File: config.mk
export PLATFORM = sky130hd
export DESIGN_NAME = alarm_delay_fsm
export DESIGN_NICKNAME = d
export VERILOG_FILES = /design/src/rtl/alarm_pkg.sv /design/src/rtl/tick_prescaler.sv /design/src/rtl/alarm_delay_fsm.sv
export SDC_FILE = /design/constraint.sdc
export NUM_CORES = 1
export LEC_CHECK = 0
export ABC_CLOCK_PERIOD_IN_PS = 3900
export CAP_MARGIN = 25
export CORE_MARGIN = 1
export CORE_UTILIZATION = 58
export CTS_CLUSTER_DIAMETER = 40
export CTS_CLUSTER_SIZE = 20
export DETAILED_ROUTE_END_ITERATION = 8
export GPL_TIMING_DRIVEN = 0
export MAX_ROUTING_LAYER = met4
export PLACE_DENSITY = 0.88
export SYNTH_ARGS = -nofsm -noshare
export SYNTH_HDL_FRONTEND = slang
export SYNTH_SLANG_ARGS = --single-unit
File: constraint.sdc
create_clock -name clock50 -period 3.9 [get_ports clock50]
set_input_delay 0.78 -clock clock50 [delete_from_list [all_inputs] [get_ports clock50]]
set_output_delay 0.78 -clock clock50 [all_outputs]
set_load 0.1 [all_outputs]
File: src/rtl/alarm_pkg.sv
// Shared definitions for the alarm arming/delay controller: state codes,
// counter geometry and default delay preloads.
package alarm_pkg;

    localparam int STATE_W = 3;
    localparam int CNT_W   = 3;

    typedef enum logic [STATE_W-1:0] {
        S_DISARMED    = 3'd0,
        S_EXIT_DELAY  = 3'd1,
        S_ARMED       = 3'd2,
        S_ENTRY_DELAY = 3'd3,
        S_ALARM       = 3'd4
    } state_t;

    localparam logic [CNT_W-1:0] CNT_TERM       = 3'd7;
    localparam logic [CNT_W-1:0] EXIT_LOAD_DEF  = 3'd0;
    localparam logic [CNT_W-1:0] ENTRY_LOAD_DEF = 3'd2;

    function automatic logic is_delay(input state_t s);
        return (s == S_EXIT_DELAY) || (s == S_ENTRY_DELAY);
    endfunction

endpackage

File: src/rtl/tick_prescaler.sv
// Free-running divider producing a one-cycle tick every TICK_DIV clocks;
// clr restarts the period so each state sees a full first tick interval.
module tick_prescaler #(
    parameter int TICK_DIV = 50_000_000
) (
    input  logic clock50,
    input  logic Mr_n,
    input  logic clr,
    output logic tick
);

    localparam int W = (TICK_DIV > 1) ? $clog2(TICK_DIV) : 1;
    localparam logic [W-1:0] LAST = W'(TICK_DIV - 1);

    logic [W-1:0] cnt_q, cnt_d;

    always_comb begin
        cnt_d = cnt_q + W'(1);
        if (clr || (cnt_q == LAST)) cnt_d = '0;
    end

    always_ff @(posedge clock50 or negedge Mr_n) begin
        if (!Mr_n) cnt_q <= '0;
        else       cnt_q <= cnt_d;
    end

    assign tick = (cnt_q == LAST);

endmodule

File: src/rtl/alarm_delay_fsm.sv
// Arming/delay controller: sequences DISARMED -> EXIT -> ARMED -> ENTRY -> ALARM
// and drives the external 3-bit delay counter that times both delays.
module alarm_delay_fsm
    import alarm_pkg::*;
#(
    parameter int               TICK_DIV   = 50_000_000,
    parameter logic [CNT_W-1:0] EXIT_LOAD  = EXIT_LOAD_DEF,
    parameter logic [CNT_W-1:0] ENTRY_LOAD = ENTRY_LOAD_DEF
) (
    input  logic               clock50,
    input  logic               Mr_n,
    input  logic               arm,
    input  logic               disarm,
    input  logic               sensor,
    input  logic [CNT_W-1:0]   cnt_q,
    output logic               cnt_mr,
    output logic               cnt_en,
    output logic               cnt_load_en,
    output logic [CNT_W-1:0]   cnt_load_value,
    output logic [STATE_W-1:0] state,
    output logic               siren,
    output logic               armed_led,
    output logic               delay_active
);

    state_t state_q, state_d;
    logic   load_q, load_d;
    logic   tick;
    logic   expire;

    tick_prescaler #(.TICK_DIV(TICK_DIV)) u_prescaler (
        .clock50 (clock50),
        .Mr_n    (Mr_n),
        .clr     (state_d != state_q),
        .tick    (tick)
    );

    // Expiry is taken from Qout rather than the counter's Tc, which stays
    // asserted across a reload and would fire early on back-to-back delays.
    assign cnt_en = tick && is_delay(state_q);
    assign expire = cnt_en && (cnt_q == CNT_TERM);

    always_comb begin
        state_d = state_q;
        if (disarm) begin
            state_d = S_DISARMED;
        end else begin
            case (state_q)
                S_DISARMED:    if (arm)    state_d = S_EXIT_DELAY;
                S_EXIT_DELAY:  if (expire) state_d = S_ARMED;
                S_ARMED:       if (sensor) state_d = S_ENTRY_DELAY;
                S_ENTRY_DELAY: if (expire) state_d = S_ALARM;
                S_ALARM:       state_d = S_ALARM;
                default:       state_d = S_DISARMED;
            endcase
        end
        load_d = (state_d != state_q) && is_delay(state_d);
    end

    always_ff @(posedge clock50 or negedge Mr_n) begin
        if (!Mr_n) begin
            state_q <= S_DISARMED;
            load_q  <= 1'b0;
        end else begin
            state_q <= state_d;
            load_q  <= load_d;
        end
    end

    always_comb begin
        cnt_mr         = 1'b1;
        cnt_load_value = '0;
        siren          = 1'b0;
        armed_led      = 1'b0;
        delay_active   = 1'b0;
        case (state_q)
            S_EXIT_DELAY: begin
                cnt_mr         = 1'b0;
                cnt_load_value = EXIT_LOAD;
                delay_active   = 1'b1;
            end
            S_ARMED: armed_led = 1'b1;
            S_ENTRY_DELAY: begin
                cnt_mr         = 1'b0;
                cnt_load_value = ENTRY_LOAD;
                armed_led      = 1'b1;
                delay_active   = 1'b1;
            end
            S_ALARM: begin
                siren     = 1'b1;
                armed_led = 1'b1;
            end
            default: ;
        endcase
    end

    assign cnt_load_en = load_q;
    assign state       = state_q;

endmodule

# After elaboration in Yosys (flattened, before gate mapping)
# Cells that the tools add are included.
[classes]
mux = 12
n_addsub = 1
eq_ne = 9
reduce_logical = 9
[op_table]
columns = ["op", "count"]
rows = [
  ["$add A26 B1 Y26 const B", 1],
  ["$eq A26 B26 Y1 const B", 1],
  ["$mux W26", 1],
  ["$mux W3", 5],
  ["$pmux W3 S5", 1],
  ["$eq A3 B2 Y1 const B", 3],
  ["$eq A3 B1 Y1 const B", 2],
  ["$eq A3 B3 Y1 const B", 2],
  ["$mux W1", 4],
  ["$logic_and A1 B1 Y1", 3],
  ["$logic_not A3 Y1", 1],
  ["$logic_or A1 B1 Y1", 3],
  ["$ne A3 B3 Y1", 1],
  ["$reduce_or A3 Y1", 1],
  ["$mux W2", 1],
  ["$reduce_or A2 Y1", 1],
]
[word_totals]
output_inout_bits = 12
ff_bits = 30

# Depth between registers and ports, before layout
[logic_depth]
depth_word = 10
ltp_mapped = 7

# Modules after synthesis
# Synthesis repeated with hierarchy kept, for this count alone.
[unflattened]
cells_unflattened = 176
area_unflattened_um2 = 1690.4
[by_module_without_submodules]
columns = ["mod", "area_each_um2", "instances", "seq_area_each_um2", "cells_per_inst"]
rows = [
  ["tick_prescaler", 1385.1, 1, 650.6, 144],
  ["alarm_delay_fsm", 305.3, 1, 100.1, 32],
]

# Worst setup path before layout
# No wires, ideal clock.
[synth_timing]
kind = "reg-to-output"
from = "register state_q[0], in the netlist state[0]"
to = "output cnt_load_value[1]"
required_time_ps = 3120
slack_ps = -1867
arrival_ps = 4987
path_buffers = 0
stages_incl_launch_ff = 4
path_cell_list = "dfrtp_1 -> nor2b_1 -> inv_1 -> nor2_1"
[synth_via]
elab_chain_len = 2
[synth_lines]
columns = ["item", "line", "text"]
rows = [
  ["from (decl)", "alarm_delay_fsm.sv:26", "state_t state_q, state_d;"],
  ["from (signal assigned)", "alarm_delay_fsm.sv:65", "state_q <= state_d;"],
  ["$eq A3 B2 Y1", "alarm_delay_fsm.sv:76", "case (state_q)"],
  ["$mux W2", "alarm_delay_fsm.sv:76", ""],
  ["to (decl)", "alarm_delay_fsm.sv:19", "output logic [CNT_W-1:0] cnt_load_value,"],
]
# Every way passes these cells.

# Worst setup path after layout
[layout_timing]
from = "register u_prescaler.cnt_q[0]"
to = "output cnt_en"
[layout_via]
elab_chain_len = 2
[layout_lines]
columns = ["item", "line", "text"]
rows = [
  ["from (decl)", "tick_prescaler.sv:15", "logic [W-1:0] cnt_q, cnt_d;"],
  ["from (signal assigned)", "tick_prescaler.sv:24", "else cnt_q <= cnt_d;"],
  ["$eq A26 B26 Y1", "tick_prescaler.sv:27", "assign tick = (cnt_q == LAST);"],
  ["$logic_and A1 B1 Y1", "alarm_delay_fsm.sv:40", "assign cnt_en = tick && is_delay(state_q);"],
  ["to (decl)", "alarm_delay_fsm.sv:17", "output logic cnt_en,"],
]
# Every way passes these cells.

==> qor.yml <==
status:
  status: "finished, final reports clean"
pwr:
  leakage_uw: 0.000869
  power_uw: 620
  combPwrFrac_pct: 15.2
  p_sw_uw: 180
  peakVddDrop_mv: 0.338
  power_frac_seq_pct: 53.2
  p_int_uw: 440
  power_density_mw_per_mm2: 324
  clockPowerShare_pct: 31.6
  swShare_pct: 29.0
layout:
  syn_to_final_growth_pct: 20.4
  num_antenna_cells: 0
  seq_area_um2: 751
  multi_input_area_um2: 788
  nFillCells: 173
  nNetsFinal: 198
  final_area_mm2: 0.00191
  drive_gt1_share_pct: 11.1
cts:
  post_cts_buffers: 0
  insertion_delay_ps: 330
  cts_made_buffers: 5
  clk_pin_slew_ps: 90
  numClockSinks: 30
  cts_root_buf: "clkbuf_4"
  htreeDepth: 2
  tritoncts: "built"
  clock_path_buffers: 2
worst_setup_path:
  critical_path_class: "reg2out"
  crit_chain: "ha_1 -> and4_1 -> nand3_2 -> or4_4 -> nor2_4 -> dlygate4sd2_1"
  crit_start: "u_prescaler.cnt_q[0]"
  start_kind: "register"
  regToRegEndpoint: "u_prescaler.cnt_q[17]"
  cp-end-kind: "output port"
  worst-path-max-fanout: 4
  required_ps: 3120
  worst_path_largest_cell_delay_ps: 850
  rr_worst_depth: 7
  r2r-start: "u_prescaler.cnt_q[0]"
  worstPathArrival_ps: 2850
  reg2reg_slack_ps: 1820
  cp_slowest_cell: "dlygate4sd2_1"
die:
  rows: 18
  die_h_um: 54.3
  core_mm2: 0.00252
  die_w_um: 54.3
  initial_core_util_pct: 62.9
  dieArea_mm2: 0.00295
  io_pins: 20
grt:
  overflow: 0
  grt_pass1_wl_mm: 5.34
  grt_antenna_before_repair: 0
  grt_max_degree: 17
  grt_pass1_vias: 1216
  track_usage_pct: 27.1
job:
  maxCapViolCount: 0
detailed_routing:
  route.vias.total: 1231
  drt_pass1_iterations: 4
  drc: 0
  dr.first_iter.drc_count: 38
  routed_wl_mm: 3.19
  viasPerCell: 5.60
  antenna_left: 0
  wl_per_cell_um: 14.5
logic_synthesis:
  netlist_instances: 163
  synth_area_leaders: "dfrtp_1 (47%), xor2_1 (9.9%), nor2_1 (8.3%)"
  ys_seq_elements: 30
  syn_area_mm2: 0.00159
  syn-mean-instance-area_um2: 9.74
  synth_flop_cell: "dfrtp_1"
  yosysUniqueCellTypes: 32
  yosysTopAreaCell: "dfrtp_1"
  yosys_warnings: 0
  synth_most_common_cell: "nor2_1"
  synthDominantCellAreaShare_pct: 47.3
  synthTopCellsByCount: "nor2_1 (35), dfrtp_1 (30), xor2_1 (18), nand3_1 (12), nand2_1 (9)"
  synth_seq_area_share_pct: 47.3
  ys_async_sr_fraction_pct: 100
  synth_edf_count: 0
timing:
  fin_skew_ps: 11.7
  setup_viol_count_final: 0
  slew_viol_final: 0
  fmax_mhz: 275
  slew_headroom_pct: 35.3
  tightest_slew_ps: 967
  finalHoldViolations: 0
  rsz0062_at_grt: "no"
  fin_setup_tns_ps: 0
  fin_crit_sh_pct: 93.1
  min_period_ps: 3630
hold_path:
  hold_class: "reg2reg"
  whs_endpoint: "u_prescaler.cnt_q[0]"
  whs_path_depth: 1
  hp-start: "u_prescaler.cnt_q[0]"
placement:
  io_buffer_count: 17
  place_area_mm2: 0.00185
  gp_congestion: 0.808
  detailed_place_hpwl_mm: 2.47
## power by group through the flow
stage	registers (uW)	logic, uW	clock network, uW
after CTS	330	94.8	201
after floorplan	343	55.2	0
after global routing	332	101	214
after detailed placement	336	94.6	0
final	330	94.2	196
after global placement	335	88.0	0
## metal layers
layer | GRT usage, % | vias to the layer above | share of wire [%] | wire (um)
met4 | 8.55 | 0 | 1.2 | 38
li1 | - | 596 | - | -
met1 | 31.2 | 611 | 44 | 1390
met3 | 7.50 | 6 | 3.1 | 98
met5 | - | - | 0 | 0
met2 | 45.5 | 18 | 52 | 1670
## stage by stage
stage / hold WS (ps) / std cells / util, % / setup WS [ps]
after floorplan: 443 / 164 / - / 129
after global placement: 460 / 211 / 72.2 / 389
after detailed placement: 481 / 212 / 73.3 / 345
after CTS: 495 / 220 / 75.8 / 246
after global routing: 532 / 220 / 75.8 / 140
final: 494 / 220 / 75.8 / 268
## layout make-up
type	instances	area share, %
buffer	5	2.55
clock buffer	6	2.68
clock inverter	2	0.654
inverter	7	1.37
multi-input combinational	122	41.2
sequential	30	39.3
tap	30	1.96
timing repair buffer	18	10.3
## sequential cells by signal (all words and copies together) (netlist names)
name,count
u_prescaler.cnt_q,26
state,3
cnt_load_en,1
## cells by family (layout without fill, tap and decap cells)
kind of cell               count (synthesis)  in the layout  share of synthesized area [%]
DFF                                       30             30                           47.3
other                                      1              2                          0.236
xor gates and xnor gates                  24             24                           13.2
adders and majority gates                  1              1                          0.788
and+or+nand+nor                           85             85                           29.1
muxes                                      1              1                          0.630
buffers and inverters                     12             38                           4.73
AOI/OAI and AO/OA                          9              9                           4.02
## layout by cell type, fill, tap and decap left out, types with 2 or more instances in the layout
| cell type | netlist | routed |
|---|---|---|
| nand3_1 | 12 | 12 |
| buf_4 | 2 | 2 |
| and4_1 | 4 | 4 |
| buf_8 | 2 | 2 |
| inv_1 | 7 | 7 |
| nor4_1 | 3 | 3 |
| conb_1 | 1 | 2 |
| xnor2_1 | 6 | 6 |
| dfrtp_1 | 30 | 30 |
| a21oi_1 | 3 | 3 |
| clkdlybuf4s50_1 | 0 | 16 |
| clkbuf_4 | 0 | 5 |
| nor2_1 | 35 | 33 |
| xor2_1 | 18 | 18 |
| nand2_1 | 9 | 9 |
| nor2_4 | 0 | 2 |
| and3_1 | 5 | 5 |
| nand4_1 | 7 | 7 |
## worst max-delay path, delay by kind of cell (launching register included)
family | cells | cell delay (ps)
AND/OR/NAND/NOR | 4 | 1050
buffers and inverters | 1 | 850
flip-flops | 1 | 400
adder cells (fa/ha/maj) | 1 | 220
## what timing repair did
item / 4_1_cts / 5_1_grt
endpoints found under the setup margin: 1 / 0
hold buffers: 0 / 0
resized for setup: 1 / 0
## worst max path at each step
| stage | slack, ps | end |
|---|---|---|
| after global placement | 390 | cnt_en |
| final | 270 | cnt_en |
| after floorplan | 130 | cnt_load_value[1] |
| after global routing | 140 | cnt_en |
| after CTS | 250 | cnt_en |
| after detailed placement | 350 | cnt_en |
Note: power is estimated with default switching activity, not from simulation.
